### src/rtl/dm_arbiter_pkg.sv
// Shared definitions for the data-memory arbiter and its address checker.
package dm_arbiter_pkg;

    localparam int MEM_TYPE_LEN = 2;

    localparam logic [MEM_TYPE_LEN-1:0] MEM_TYPE_BYTE = 2'd0;
    localparam logic [MEM_TYPE_LEN-1:0] MEM_TYPE_HALF = 2'd1;
    localparam logic [MEM_TYPE_LEN-1:0] MEM_TYPE_WORD = 2'd2;

    localparam int CPU_PORT = 0;
    localparam int DMA_PORT = 1;

    // Low address bits that must be zero for an access of the given size.
    // Unknown type codes are treated as word accesses (strictest check).
    function automatic logic [1:0] align_mask(input logic [MEM_TYPE_LEN-1:0] mem_type);
        logic [1:0] mask;
        case (mem_type)
            MEM_TYPE_BYTE: mask = 2'b00;
            MEM_TYPE_HALF: mask = 2'b01;
            default:       mask = 2'b11;
        endcase
        return mask;
    endfunction

endpackage

### src/rtl/dm_addr_check.sv
// Alignment and range check for one data-memory access.
// Also intended for the CPU exception unit (load/store address errors).
module dm_addr_check
    import dm_arbiter_pkg::*;
#(
    parameter int ADDR_WIDTH = 14
) (
    input  logic [31:0]             addr,
    input  logic [MEM_TYPE_LEN-1:0] mem_type,
    output logic                    misaligned,
    output logic                    out_of_range
);

    // Any set address bit at or above ADDR_WIDTH lies past the end of memory;
    // the 64-bit compare keeps ADDR_WIDTH=32 well defined.
    always_comb begin
        misaligned   = |(addr[1:0] & align_mask(mem_type));
        out_of_range = {32'd0, addr} >= (64'd1 << ADDR_WIDTH);
    end

endmodule

### src/rtl/dm_arbiter.sv
// Two-port arbiter for the single-port data memory.
// Port 0 is the CPU MEM stage and has priority; port 1 is the DMA/debug
// loader, which is force-granted after MAX_WAIT consecutive refusals.
// Responses are registered and appear the cycle after acceptance.
module dm_arbiter
    import dm_arbiter_pkg::*;
#(
    parameter int ADDR_WIDTH = 14,
    parameter int MAX_WAIT   = 4
) (
    input  logic                      clk,
    input  logic                      reset,
    input  logic [1:0]                req_valid,
    output logic [1:0]                req_ready,
    input  logic [1:0]                req_we,
    input  logic [63:0]               req_addr,
    input  logic [63:0]               req_wdata,
    input  logic [2*MEM_TYPE_LEN-1:0] req_type,
    output logic [1:0]                resp_valid,
    output logic [31:0]               resp_rdata,
    output logic                      resp_err,
    output logic                      mem_we,
    output logic [31:0]               mem_addr,
    output logic [31:0]               mem_wdata,
    output logic [MEM_TYPE_LEN-1:0]   mem_type,
    input  logic [31:0]               mem_rdata
);

    // MAX_WAIT=0 still needs a one-bit counter; it simply never leaves zero.
    localparam int WAIT_W = (MAX_WAIT > 0) ? $clog2(MAX_WAIT + 1) : 1;
    localparam logic [WAIT_W-1:0] WAIT_LIMIT = WAIT_W'(MAX_WAIT);

    logic [WAIT_W-1:0]       wait_cnt;
    logic                    grant_cpu;
    logic                    grant_dma;
    logic                    granted;
    logic                    sel_we;
    logic [31:0]             sel_addr;
    logic [31:0]             sel_wdata;
    logic [MEM_TYPE_LEN-1:0] sel_type;
    logic                    misaligned;
    logic                    out_of_range;
    logic                    err;

    // Priority grant: a starved DMA wins, otherwise CPU first, then DMA.
    always_comb begin
        grant_dma = req_valid[DMA_PORT] &&
                    ((wait_cnt >= WAIT_LIMIT) || !req_valid[CPU_PORT]);
        grant_cpu = req_valid[CPU_PORT] && !grant_dma;
        granted   = grant_cpu || grant_dma;
    end

    // Steer the granted port onto the memory; idle bus is a zero word access.
    always_comb begin
        sel_we    = 1'b0;
        sel_addr  = '0;
        sel_wdata = '0;
        sel_type  = MEM_TYPE_WORD;
        if (grant_dma) begin
            sel_we    = req_we[DMA_PORT];
            sel_addr  = req_addr[32*DMA_PORT +: 32];
            sel_wdata = req_wdata[32*DMA_PORT +: 32];
            sel_type  = req_type[MEM_TYPE_LEN*DMA_PORT +: MEM_TYPE_LEN];
        end else if (grant_cpu) begin
            sel_we    = req_we[CPU_PORT];
            sel_addr  = req_addr[32*CPU_PORT +: 32];
            sel_wdata = req_wdata[32*CPU_PORT +: 32];
            sel_type  = req_type[MEM_TYPE_LEN*CPU_PORT +: MEM_TYPE_LEN];
        end
    end

    dm_addr_check #(
        .ADDR_WIDTH   (ADDR_WIDTH)
    ) u_addr_check (
        .addr         (sel_addr),
        .mem_type     (sel_type),
        .misaligned   (misaligned),
        .out_of_range (out_of_range)
    );

    // Errored accesses never write; writes are also blocked while in reset
    // so a request caught by reset cannot disturb memory.
    always_comb begin
        err       = granted && (misaligned || out_of_range);
        req_ready = {grant_dma, grant_cpu};
        mem_we    = sel_we && !err && !reset;
        mem_addr  = sel_addr;
        mem_wdata = sel_wdata;
        mem_type  = sel_type;
    end

    // Count consecutive refusals of a waiting DMA request, saturating at the limit.
    always_ff @(posedge clk) begin
        if (reset) begin
            wait_cnt <= '0;
        end else if (req_valid[DMA_PORT] && !grant_dma) begin
            if (wait_cnt != WAIT_LIMIT) begin
                wait_cnt <= wait_cnt + WAIT_W'(1);
            end
        end else begin
            wait_cnt <= '0;
        end
    end

    // Register the completion of this cycle's access for the requester.
    always_ff @(posedge clk) begin
        if (reset) begin
            resp_valid <= '0;
            resp_rdata <= '0;
            resp_err   <= 1'b0;
        end else begin
            resp_valid <= req_ready;
            resp_err   <= err;
            resp_rdata <= (granted && !sel_we && !err) ? mem_rdata : '0;
        end
    end

endmodule

### config.mk
export PLATFORM = sky130hd
export DESIGN_NAME = dm_arbiter
export DESIGN_NICKNAME = d
export VERILOG_FILES = /design/src/rtl/dm_arbiter_pkg.sv /design/src/rtl/dm_addr_check.sv /design/src/rtl/dm_arbiter.sv
export SDC_FILE = /design/constraint.sdc
export NUM_CORES = 1
export LEC_CHECK = 0
export ABC_AREA = 1
export CAP_MARGIN = 5
export CORE_ASPECT_RATIO = 0.7
export CORE_MARGIN = 3
export CORE_UTILIZATION = 23
export DETAILED_ROUTE_END_ITERATION = 6
export GPL_TIMING_DRIVEN = 0
export HOLD_SLACK_MARGIN = 0.06
export MAX_ROUTING_LAYER = met4
export PLACE_DENSITY = 0.76
export SYNTH_ARGS = -nofsm -noshare
export SYNTH_HDL_FRONTEND = slang
export SYNTH_SLANG_ARGS = --single-unit
### constraint.sdc
create_clock -name clk -period 1.6 [get_ports clk]
set_input_delay 0.32 -clock clk [delete_from_list [all_inputs] [get_ports clk]]
set_output_delay 0.32 -clock clk [all_outputs]
set_load 0.05 [all_outputs]
# Word-level counts from Yosys, hierarchy flattened
# Index checks and enable logic that the tools add are counted.
[word_totals] register_bits=38 latch_bits=0 mem_bits_rw=0 rom_bits=0 inputBits=170 output_inout_bits=104 word_cells=41 n_memories=0
[op_classes] n_addsub=1 multipliers=0 div_mod_pow=0 n_lt_le_gt_ge=2 eq_ne=2 shift=0 mux=9 bitwise=3 reduce_logical=20
[ops] operator="two-way mux 32 bit" n=4
[ops] operator="greater-or-equal comparator 32 x 15 -> 1 bit, second input constant" n=1
[ops] operator="logical AND 1 bit" n=8
[ops] operator="OR reduction 2 bit" n=3
[ops] operator="zero test 1 bit" n=5
[ops] operator="two-way mux 2 bit" n=2
[ops] operator="one-hot mux 2 bit (2 select lines)" n=1
[ops] operator="adder 3 x 1 -> 3 bit, second input constant" n=1
[ops] operator="greater-or-equal comparator 3 bit, second input constant" n=1
[ops] operator="logical OR 1 bit" n=3
[ops] operator="!= test 3 bit, second input constant" n=1
[ops] operator="bitwise AND 2 bit" n=1
[ops] operator="equality test 2 x 1 -> 1 bit, second input constant" n=1
[ops] operator="zero test 2 bit" n=1
[ops] operator="two-way mux 1 bit" n=2
[ops] operator="inverter 1 bit" n=2

# Logic depth before layout (Yosys ltp)
# Gate-level depths: netlist (run 1).
[logic_depth] ltp_word=17 ltp_mapped=12

# Hierarchy
# Synthesis (run 1) repeated with hierarchy kept, for this count alone.
[hier_totals] hier_cells=244 hier_area_um2=2215.9
[by_module_without_submodules] mod="dm_arbiter" n_inst=1 cells_each=225 area_each_um2=2137.0 seq_area_each_um2=760.7
[by_module_without_submodules] mod="dm_addr_check" n_inst=1 cells_each=19 area_each_um2=78.8 seq_area_each_um2=0.0

# Worst setup path after synthesis (run 1)
# Ideal clock, no wire load.
[synth_path] kind="input-to-output" from="in req_valid[1]" to="out mem_we" arrival_time_ns=2.214 t_required_ns=1.280 path_slack_ns=-0.934 cell_stages=10 n_path_buf=2 cell_sequence="buf_4 -> a21oi_4 -> buf_6 -> nand2_1 -> nand2_1 -> nor2_1 -> nand2_1 -> nor2_2 -> nand3_1 -> nor2_1"
[synth_via] elab_cells_between_ends=21
[synth_rtl] element="start: declaration" line_no="dm_arbiter.sv:13" text="input logic [1:0] req_valid,"
[synth_rtl] element="logical AND 1 bit *" line_no="dm_arbiter.sv:47" text="grant_dma = req_valid[DMA_PORT] &&"
[synth_rtl] element="zero test 1 bit" line_no="dm_arbiter.sv:49" text="grant_cpu = req_valid[CPU_PORT] && !grant_dma;"
[synth_rtl] element="logical AND 1 bit" line_no="dm_arbiter.sv:49"
[synth_rtl] element="two-way mux 32 bit" line_no="dm_arbiter.sv:64" text="end else if (grant_cpu) begin"
[synth_rtl] element="two-way mux 32 bit *" line_no="dm_arbiter.sv:59" text="if (grant_dma) begin"
[synth_rtl] element="net mem_addr[30]" line_no="dm_arbiter.sv:23" text="output logic [31:0] mem_addr,"
[synth_rtl] element="greater-or-equal comparator 32 x 15 -> 1 bit *" line_no="dm_addr_check.sv:18" text="out_of_range = {32'd0, addr} >= (64'd1 << ADDR_WIDTH);"
[synth_rtl] element="logical OR 1 bit *" line_no="dm_arbiter.sv:84" text="err = granted && (misaligned || out_of_range);"
[synth_rtl] element="logical AND 1 bit *" line_no="dm_arbiter.sv:84"
[synth_rtl] element="zero test 1 bit *" line_no="dm_arbiter.sv:86" text="mem_we = sel_we && !err && !reset;"
[synth_rtl] element="logical AND 1 bit * (2 in a row)" line_no="dm_arbiter.sv:86"
[synth_rtl] element="end: declaration" line_no="dm_arbiter.sv:22" text="output logic mem_we,"
# The timed path passes the listed nets; every way through them passes the cells marked *.

# Final worst setup path (run 1)
[layout_path] from="reg wait_cnt[2]" to="out mem_we"
[layout_via] elab_chain_len=16 elab_cells_between_ends=23
[layout_lines] element="start: declaration" line_no="dm_arbiter.sv:33" text="logic [WAIT_W-1:0] wait_cnt;"
[layout_lines] element="start signal: assignment" line_no="dm_arbiter.sv:98" text="wait_cnt <= wait_cnt + WAIT_W'(1);"
[layout_lines] element="greater-or-equal comparator 3 bit *" line_no="dm_arbiter.sv:48" text="((wait_cnt >= WAIT_LIMIT) || !req_valid[CPU_PORT]);"
[layout_lines] element="logical OR 1 bit *" line_no="dm_arbiter.sv:48"
[layout_lines] element="logical AND 1 bit *" line_no="dm_arbiter.sv:47"
[layout_lines] element="parallel branches: the longest is 11 deep, another holds greater-or-equal comparator 32 x 15 -> 1 bit"
[layout_lines] element="logical AND 1 bit * (2 in a row)" line_no="dm_arbiter.sv:86"
# Every way passes the cells marked *.

==> out/results.tsv, run 1 <==
metric	value	unit
TritonCTS buffer count	5	
clk sinks	38	
P_sw	0.00138	W
critical path arrival	1800	ps
Synth area leader	dfxtp_1	
Clock transition at path regs	60	ps
minimum clock period	2120	ps
DR vias	3169	
failing checks	negative setup slack	
Final Power	0.00431	W
DRC Markers	0	
RD Place Congestion	0.832	
Antenna Cells	0	
Rows	28	
pre-CTS worst setup slack	-1660	ps
crit path from	wait_cnt[2]$_SDFFE_PP0N_	
status	finished, violations left	
Clk pwr share	0.302	
Startpoint Class	flop	
Lkg Pwr	3.63	nW
GR Util All Layers	0.234	
Initial Util	0.246	
Syn Std Cell Area	2170	sq um
Final #Nets	751	
clk_skew	2.38	ps
Max Cap Viol	0	
area of the multi-input gates	2070	sq um
sequential area share after synthesis	0.351	
Antenna Nets Post-Route	0	
area taken by flip-flops and latches	764	sq um
Setup WS post-layout	-517	ps
hold slack	448	ps
Die Span Y	87.2	um
endpoints failing hold	0	
I/O Buffers	272	
warnings from Yosys	0	
Die W	122	um
Reg2Reg Launch Point	wait_cnt[2]$_SDFFE_PP0N_	
maximum VDD drop	458	uV
largest net degree at the start of global routing	13	
Worst Max-Slew Pin Slew	590	ps
Routed WL	13000	um
Setup TNS Final	-29050	ps
Synth top area share	0.351	
DR pass1 iterations	4	
global-route wire length before repair	18400	um
die area	10600	sq um
number of global-route vias before repair	3334	
htree depth	2	
Clk Tree Root Cell	clkbuf_16	
Hold Crit Start	req_valid[0]	
CTS tree	built	
post-synthesis cell type count	22	
initial drt markers	98	
setup violators final	101	
layout cells sized above 1	0.481	
Area Overhead vs Synth	222	%
initial antenna violation count	0	
Worst Path Required	1280	ps
Fillers	560	
Post-Syn Area per Cell	7.65	sq um
Power Internal	0.00293	W
synthesized flop and latch total	38	
Slew Limit Fails	0	
Max Root-Sink Buffers	2	
Tcrit/Tclk final	1.32	
Mapped Nets	455	
fmax	472	MHz
DR WL/cell	18.6	um
core area	8790	sq um
CP max FO	6	
Ports	274	
critical path class	reg2out	
Worst slew margin	0.606	
latest clock arrival within the worst-skew pair	270	ps
Post-Syn Instances	283	
DP HPWL	10400	um
worst hold-check path type	in2reg	
DR vias/cell	4.53	
gr ovfl total	0	
Comb pwr share	0.478	
RSZ-0062 raised after global routing	true	
synth top area cells	dfxtp_1 (35%), a22o_1 (18%), nand2_1 (9.9%), nor2_2 (9.8%), inv_1 (6.8%)	
switching share of power	0.320	
Sequential Power Share	0.221	
CP Capture Type	output pin	
PD cells	618	nW/um^2
## cell families (layout without fill, tap and decap cells)
| family | Yosys count | in the layout | share of synthesized area |
|---|---|---|---|
| AND/OR/NAND/NOR | 130 | 130 | 0.292 |
| buffers and inverters | 62 | 359 | 0.143 |
| AO/OA/AOI/OAI | 51 | 51 | 0.203 |
| flip-flops | 38 | 38 | 0.351 |
| adder cells (fa/ha/maj) | 2 | 2 | 0.0116 |
## critical path, stage by stage, from the launching register on
cell	delay [ps]
dfxtp_4	360
inv_4	80
nand2_8	90
buf_4	160
nand3_2	80
nand2_4	80
nor2_4	110
nor2_2	50
nor2_4	140
nand3_4	90
nor2_4	120
buf_8	150
## layer usage
metal	wire [um]	part of all wire	vias to the layer above	GRT usage
met5	0	0	-	-
met4	229	0.018	0	0.0570
met3	981	0.075	19	0.0513
met2	6970	0.54	148	0.439
met1	4840	0.37	1497	0.253
li1	-	-	1505	-
## Yosys cell counts (all sizes together)
cell,number
nand2,61
nand3,15
inv,42
clkbuf,4
ha,2
nand4,2
dfxtp,38
nor2,52
buf,16
a22o,45
a21oi,3
o21ai,3
## state kept, by name, summed over array words and instances (netlist names)
name and cells:
wait_cnt 3, resp_valid 2, resp_rdata 32, resp_err 1
## power groups by stage
| stage | clock (W) | combinational, W | sequential (W) |
|---|---|---|---|
| 6_report | 0.00130 | 0.00206 | 0.000951 |
| 5_1_grt | 0.00136 | 0.00215 | 0.000951 |
| 4_1_cts | 0.00132 | 0.00194 | 0.000951 |
| 3_5_place_dp | 0 | 0.00174 | 0.000974 |
| 3_3_place_gp | 0 | 0.00172 | 0.000974 |
| 2_1_floorplan | 0 | 0.000957 | 0.000987 |
## what timing repair did
| item | in CTS | in global routing |
|---|---|---|
| setup buffers | 11 | 4 |
| hold buffers | 0 | 0 |
| endpoints found under the setup margin | 138 | 137 |
| gates resized for setup | 545 | 113 |
| hold endpoints to repair | 0 | 0 |
| pin swaps | 18 | 12 |
| gates cloned | 2 | 1 |
## placed cells by master (no fill, tap or decap), types with 2 or more instances in the layout
cell type,netlist,final
nand2_4,2,26
a21oi_1,2,2
dlymetal6s2s_1,0,35
nor2_4,0,11
nand2_1,57,7
nand2_8,0,10
buf_4,3,17
nor2_2,34,35
nand3_2,0,5
inv_1,39,39
nor2_1,18,6
bufinv_16,0,2
clkbuf_16,0,7
clkbuf_8,0,2
buf_8,0,59
nand2_2,2,18
buf_6,7,11
a22o_4,0,44
ha_1,2,2
buf_12,0,13
clkdlybuf4s50_1,0,167
o21ai_0,2,2
nand3_4,0,8
nand3_1,15,2
dfxtp_1,38,37
buf_2,6,3
## per-stage QoR
step | area (sq um) | util | std cells
finish | 6970 | 0.793 | 700
global route | 6970 | 0.793 | 700
CTS | 6600 | 0.750 | 695
detailed placement | 5870 | 0.667 | 675
global placement | 5870 | 0.667 | 675
floorplan | 3000 | - | 283
## cell type report
| type | count | area share |
|---|---|---|
| well taps | 120 | 0.0215 |
| clock inverters | 2 | 0.00861 |
| flip-flops and latches | 38 | 0.110 |
| repair buffers | 290 | 0.469 |
| clock buffers | 6 | 0.0199 |
| plain buffers | 19 | 0.0488 |
| multi-input cells | 183 | 0.297 |
| inverters | 42 | 0.0248 |
## final timing paths
check | to | slack, ps | depth (start not counted)
setup / recovery | mem_we | -520 | 11
hold / removal | wait_cnt[2]$_SDFFE_PP0N_ | 450 | 3
setup reg to reg | resp_rdata[6]$_SDFF_PP0_ | -320 | 13
hold reg to reg | wait_cnt[0]$_SDFFE_PP0N_ | 570 | 3
Power figures use the tool's default switching activity.
==> run 2: changes to the inputs <==
Settings changed: SKIP_CTS_REPAIR_TIMING from default to 1.
==> out/results.tsv, run 2 (synthesized netlist as in run 1, its figures left out) <==
metric	value	unit	change
status	finished, violations left		
failing checks	negative setup slack		
minimum clock period	2190	ps	+77.3 ps
GR Util All Layers	0.221		-0.0137
Clock transition at path regs	50	ps	about the same
number of global-route vias before repair	3179		-4.6%
DR WL/cell	18.8	um	+1.0%
critical path class	reg2out		
Antenna Nets Post-Route	0		unchanged
Die Span Y	87.2	um	unchanged
clk sinks	38		unchanged
initial drt markers	96		-2.0%
Max Cap Viol	0		unchanged
PD cells	625	nW/um^2	+1.0%
CP Capture Type	output pin		
Worst slew margin	0.611		+0.00537
Worst path slowest cell	dfxtp_4		
htree depth	2		unchanged
max reg flops	32		unchanged
Clk Tree Root Cell	clkbuf_16		
CP max FO	7		+1
Setup WS post-layout	-595	ps	-77.3 ps
fmax	456	MHz	-3.5%
Final Power	0.00425	W	-1.4%
Area Overhead vs Synth	214	%	
RSZ-0062 raised after global routing	true		
TritonCTS buffer count	5		unchanged
CP peak stage delay	380	ps	+20 ps
Buf/Inv on CP	3		unchanged
initial antenna violation count	0		unchanged
Fillers	589		+5.2%
endpoints failing hold	0		unchanged
DR pass1 iterations	4		unchanged
crit-path cells	a21oi_4, buf_12, buf_12, nand2_4, nand2_8, nor2_2, nand2_2, nor2_4, nand3_4, nor2_4, buf_8		
flop-to-flop setup slack	-290	ps	+30 ps
layout cells sized above 1	0.476		-0.00517
critical path arrival	1870	ps	+70 ps
Setup TNS Final	-29970	ps	-925 ps
Startpoint Class	flop		
area taken by flip-flops and latches	764	sq um	unchanged
largest net degree at the start of global routing	13		unchanged
RD Place Congestion	0.832		unchanged
Tcrit/Tclk final	1.37		+0.0483
most common cell after layout, fill and taps aside	clkdlybuf4s50_1		
Lkg Pwr	3.61	nW	-0.75%
gr ovfl total	0		unchanged
maximum VDD drop	467	uV	+2.0%
DP HPWL	10400	um	unchanged
latest clock arrival within the worst-skew pair	280	ps	about the same
Ports	274		unchanged
DRC Markers	0		unchanged
Rows	28		unchanged
setup violators final	101		unchanged
CP top delay family	simple AND/OR/NAND/NOR gates		
DR vias	3153		-0.50%
Antenna Cells	0		unchanged
commonest cells after routing, fill and taps aside	clkdlybuf4s50_1 (167), buf_6 (46), a22o_4 (44)		
area of the multi-input gates	2010	sq um	-3.2%
global-route wire length before repair	17300	um	-6.1%
die area	10600	sq um	unchanged
Die W	122	um	unchanged
clk_skew	3.57	ps	+1.18 ps
worst hold-check path type	in2reg		
Routed WL	13200	um	+1.0%
Worst Path Required	1280	ps	about the same
Slew Limit Fails	0		unchanged
Worst Max-Slew Pin Slew	582	ps	-8.04 ps
DR vias/cell	4.50		-0.50%
Max Root-Sink Buffers	2		unchanged
core area	8790	sq um	unchanged
biggest regs	resp_rdata x32, wait_cnt x3, resp_valid x2		
I/O Buffers	272		unchanged
Biggest register	resp_rdata		
Initial Util	0.246		unchanged
CTS tree	built		
Final #Nets	751		unchanged
## run 2: worst min-delay path, cell delays in order
cell     delay, ps
buf_12         120
nand2_8         70
buf_4          100
nor2_1          30
## run 2: power breakdown
part           total (W)  switching [W]  internal (W)
clock            0.00130       0.000367      0.000935
sequential      0.000952     0.00000178      0.000950
combinational    0.00200       0.000994       0.00100
## run 2: path summary, 6_finish.rpt
| kind | cells after the start | from | endpoint |
|---|---|---|---|
| setup / recovery | 11 | wait_cnt[2]$_SDFFE_PP0N_ | mem_we |
| hold / removal | 4 | req_valid[1] | resp_valid[1]$_SDFF_PP0_ |
| setup reg to reg | 12 | wait_cnt[2]$_SDFFE_PP0N_ | resp_rdata[6]$_SDFF_PP0_ |
| hold reg to reg | 2 | wait_cnt[2]$_SDFFE_PP0N_ | wait_cnt[1]$_SDFFE_PP0N_ |
## run 2: through the flow
stage / area, sq um / worst slack [ps] / util / instances / hold slack (ps)
after floorplan: 3000 / -319 / - / 283 / 392
after global placement: 5870 / -1640 / 0.667 / 675 / 514
after detailed placement: 5870 / -1660 / 0.667 / 675 / 552
after CTS: 6070 / -1670 / 0.690 / 683 / 338
after global routing: 6810 / -656 / 0.774 / 700 / 419
final: 6810 / -595 / 0.774 / 700 / 408
## run 2: layout make-up
type	instances	share of cell area
flip-flops and latches	38	0.112
well taps	120	0.0221
clock inverters	2	0.00883
repair buffers	289	0.469
plain buffers	20	0.0476
multi-input cells	183	0.295
inverters	42	0.0246
clock buffers	6	0.0204
## run 2: routing by layer
metal  routed length (um)  track usage  share of wire
met3                 1020       0.0513          0.077
met1                 4850        0.248           0.37
met2                 7030        0.401           0.53
met5                    0            -              0
met4                  261       0.0488          0.020
==> RTL edit 1: new RTL, settings of run 1 <==
Change the parameter `MAX_WAIT` from 4 to 16.
--- a/src/rtl/dm_arbiter.sv
+++ b/src/rtl/dm_arbiter.sv
@@ -7,5 +7,5 @@
 #(
     parameter int ADDR_WIDTH = 14,
-    parameter int MAX_WAIT   = 4
+    parameter int MAX_WAIT   = 16
 ) (
     input  logic                      clk,
Behaviour: not the same (Yosys sat finds a counterexample within 10 cycles, from zero or initial values and one cycle with reset high).
==> RTL edit 1 against run 1 <==
  * Sequential power is 5% higher
  * Fmax is 1.7% lower
  * Worst setup slack lost 0.036 ns
  * Critical endpoint unchanged
  * Register-to-register slack got worse by 0.09 ns
  * Sequential cell count rose by 2
  * Utilization down 2.7 points
  * Power is 1.6% lower
  * Cell area grew 3.2%
  * The run still ends with negative setup slack left
  * Synthesized area grew 6.0%
  * Wire length is 2.6% higher
==> RTL edit 1: results (changes against run 1) <==
Outcome
  – Run status: finished, violations left
  – Failing checks: negative setup slack

Synthesis
  – Synth top area cells: dfxtp_1 35%, a22o_1 17%, nand2_1 9.3%
  – Synth top cells by count: 57 x nand2_1, 45 x a22o_1, 42 x inv_1
  – Adder-cell share of the synthesized area: 0.01090 (-0.0006548)
  – Xor/xnor share of the synthesized area: 0.007629 (+0.007629)
  – Mapped Cells: 293 (+3.5%)
  – Register area share after synthesis: 0.3488 (-0.002468)
  – Compound-gate portion of the synthesized area: 0.1907 (-0.01204)

Finish
  – Final #Nets: 785 (+4.5%)
  – Design area: 7201 µm² (+3.2%)
  – Non-clk invs: 46 (+9.5%)
  – Final cell count without fillers: 738 (+5.4%)
  – Non-CTS buffers: 333 (+7.8%)
  – Clk tree area frac: 0.02276 (-0.005762)
  – Non-clock buffer share: 0.5404 (+0.02228)
  – Register area: 804.5 µm² (+5.2%)
  – Multi-input gates: 187 (+2.2%)
  – Sequential cell count: 40 (+5.3%)
  – Largest regs: resp_rdata x32, wait_cnt x5, resp_valid x2
  – Fraction of area in multi-input gates: 0.2778 (-0.01961)

Hold path
  – Hold Path Stages: 4 (+1)

Placed design
  – DP Cell Count: 689 (+2.1%)
  – Post-DP HPWL: 9778 µm (-6.3%)
  – Cell Area, Placed: 5904 µm² (+0.60%)
  – Routability Congestion: 0.8296 (-0.26%)

STA
  – Worst setup margin: -0.5532 ns (-0.03600 ns)
  – Slew HR: 0.6463 (+0.04015)
  – TNS Setup: -36.32 ns (-7.273 ns)
  – Final Setup Violations: 102 (+0.99%)
  – WHS: 0.4609 ns (+0.01259 ns)
  – Clock skew: 0.004488 ns (+0.002104 ns)

Power and ir drop
  – Peak VDD IR: 0.0004521 V (-1.2%)
  – Lkg Pwr: 3.325 nW (-8.5%)

Global route
  – GRT Overall Usage: 0.2134 (-0.02105)
  – Vias in the first global route: 3,439 (+3.1%)
  – First-pass GRT wire length: 18,400 µm (-0.15%)

Worst setup path
  – Cell count of the worst reg-to-reg path: 15 (+2)
  – Critical path arrival: 1.83 ns (+0.03 ns)
  – Flop2flop setup slack: -0.41 ns (-0.09 ns)

Route
  – Routed wire length per instance: 18.10 µm (-2.7%)

CTS
  – Buffer count from post-CTS setup fixing: 18 (+7)
  – Cts repair resizes: 621 (+14%)
## RTL edit 1: cell count changes in the layout (fill, tap and decap cells not counted), moves of 6 or more
cell,change
buf_6,+8
clkbuf_16,+8
dlygate4sd2_1,+35
nand2_8,-7
buf_8,+7
dlymetal6s2s_1,-35
nor2_2,-12
nand2_2,+6
nor2_4,+10
## RTL edit 1: path summary, 6_finish.rpt
path,from,endpoint
worst min-delay path,req_valid[1],resp_valid[1]
worst max-delay path,wait_cnt[4],mem_we
worst max register to register,wait_cnt[4],resp_err
worst min register to register,wait_cnt[2],wait_cnt[4]
## RTL edit 1: per-layer routing
metal  track usage  vias to the layer above  share of wire
met4       0.03051                        0          0.010
met3       0.03960                       14          0.057
met2        0.4266                      137           0.57
li1              -                     1585              -
met5             -                        -              0
met1        0.2285                     1565           0.36
## RTL edit 1: where the power goes
part           internal, mW  switching, mW  total, mW  leakage (nW)
Combinational          1.11           1.02       2.13          2.92
Sequential            0.999        0.00185       1.00         0.324
Clock                 0.733          0.375       1.11        0.0808
==> RTL edit 2: new RTL, settings of run 1 <==
Made on the original files. Register the output `resp_err` once more, cleared by the reset; this adds one clock of latency there. The other outputs are not delayed to match.
--- a/src/rtl/dm_arbiter.sv
+++ b/src/rtl/dm_arbiter.sv
@@ -30,4 +30,6 @@
     localparam int WAIT_W = (MAX_WAIT > 0) ? $clog2(MAX_WAIT + 1) : 1;
     localparam logic [WAIT_W-1:0] WAIT_LIMIT = WAIT_W'(MAX_WAIT);
+
+    logic resp_err_s0;
 
     logic [WAIT_W-1:0]       wait_cnt;
@@ -108,9 +110,17 @@
             resp_valid <= '0;
             resp_rdata <= '0;
-            resp_err   <= 1'b0;
+            resp_err_s0 <= 1'b0;
         end else begin
             resp_valid <= req_ready;
-            resp_err   <= err;
+            resp_err_s0 <= err;
             resp_rdata <= (granted && !sel_we && !err) ? mem_rdata : '0;
+        end
+    end
+
+    always_ff @(posedge clk) begin
+        if (reset) begin
+            resp_err <= '0;
+        end else begin
+            resp_err <= resp_err_s0;
         end
     end
Behaviour: not the same (Yosys sat finds a counterexample within 4 cycles, from zero or initial values and one cycle with reset high).
==> RTL edit 2 against run 1 <==
  * The flow still finishes with violations (negative setup slack)
  * Worst setup slack worse by 0.066 ns
  * Sequential cell count is 1 higher
  * Synthesized area is 1.3% higher
  * Cell area is 0.36% higher
  * Critical path depth is 3 lower
  * Global-route usage is 1.9 points lower
  * Wire length is 0.24% higher
  * Register-to-register slack worse by 0.05 ns
  * Power is 6.9% lower
==> RTL edit 2: results (changes against run 1) <==
Outcome
  – Run status: finished, violations left
  – Failing checks: negative setup slack

Placed design
  – Post-DP HPWL: 10,050 µm (-3.6%)
  – DP Cell Count: 682 (+1.0%)

Power and ir drop
  – Comb pwr share: 0.519 (+0.041)
  – Clk pwr share: 0.237 (-0.065)
  – Peak VDD IR: 0.0004407 V (-3.7%)
  – Lkg Pwr: 3.468 nW (-4.5%)

STA
  – Worst setup margin: -0.5828 ns (-0.06554 ns)
  – Slew HR: 0.6476 (+0.04152)
  – WHS: 0.4193 ns (-0.02904 ns)
  – Final Setup Violations: 100 (-0.99%)
  – Clock skew: 0.005051 ns (+0.002667 ns)

Finish
  – Fraction of area in multi-input gates: 0.2883 (-0.009107)
  – Final #Nets: 767 (+2.1%)
  – Non-clock buffer share: 0.5324 (+0.01424)
  – Clk tree area frac: 0.02056 (-0.007968)
  – Layout fillers: 614 (+9.6%)
  – Final cell count without fillers: 719 (+2.7%)
  – Multi-input gates: 184 (+0.55%)
  – Non-CTS buffers: 322 (+4.2%)
  – Register area: 784.5 µm² (+2.6%)
  – Share of cells above drive strength 1: 0.4824 (+0.001318)

Route
  – WL met2: 7184 µm (+3.1%)
  – Starting DRT DRC Count: 80 (-18%)
  – M1 WL: 4812 µm (-0.56%)
  – Vias per cell: 4.396 (-2.9%)
  – Met3 wire len: 937 µm (-4.5%)
  – Routed wire length per instance: 18.15 µm (-2.4%)

Worst setup path
  – R2r endpoint: resp_rdata[29]
  – Critical path's top delay family: buffers and inverters
  – Worst setup path endpoint: mem_addr[3]
  – Cell count of the worst reg-to-reg path: 12 (-1)
  – Flop2flop setup slack: -0.37 ns (-0.05 ns)
  – Critical path arrival: 1.86 ns (+0.06 ns)

Hold path
  – Hold_sp: resp_err_s0

Synthesis
  – Mapped Cells: 286 (+1.1%)
  – Synth top area cells: dfxtp_1 36%, a22o_1 18%, nand2_1 9.8%
  – Post-synthesis cell area: 2193 µm² (+1.3%)
  – Adder-cell share of the synthesized area: 0.01141 (-0.0001450)
  – Syn Nets: 458 (+0.66%)
  – Register area share after synthesis: 0.3560 (+0.004719)

Global route
  – GRT Overall Usage: 0.2154 (-0.01902)
  – Vias in the first global route: 3,234 (-3.0%)
  – First-pass GRT wire length: 17,280 µm (-6.2%)

CTS
  – # clock sinks: 39 (+2.6%)
## RTL edit 2: cell types whose count changed after synthesis
cell and delta:
dfxtp_1 +1, inv_1 +1, nor2_1 +1
## RTL edit 2: per-stage QoR
step             util  power [mW]  cell area, µm²  setup TNS, ns  worst slack, ns
6_report       0.7624       4.013            6999         -40.98          -0.5828
5_1_grt        0.7624       4.164            6999         -47.77          -0.6601
4_1_cts        0.6744       3.770            6191         -30.91          -0.5004
3_5_place_dp   0.6429       2.737            5902        -117.33           -1.626
3_3_place_gp   0.6429       2.719            5902        -114.68           -1.579
2_1_floorplan       -       1.971            3024         -7.912          -0.3191
## RTL edit 2: what timing repair did
action                     4_1_cts  5_1_grt
gates resized for setup        499      150
setup endpoints to repair      138      118
buffers inserted                 7       18
pin swaps                        8       27
cloned                           0        7
## RTL edit 2: per-layer routing
metal | vias up | GRT usage
met5 | - | -
met4 | 0 | 0.02744
met3 | 11 | 0.04584
met2 | 135 | 0.4170
met1 | 1477 | 0.2314
li1 | 1538 | -
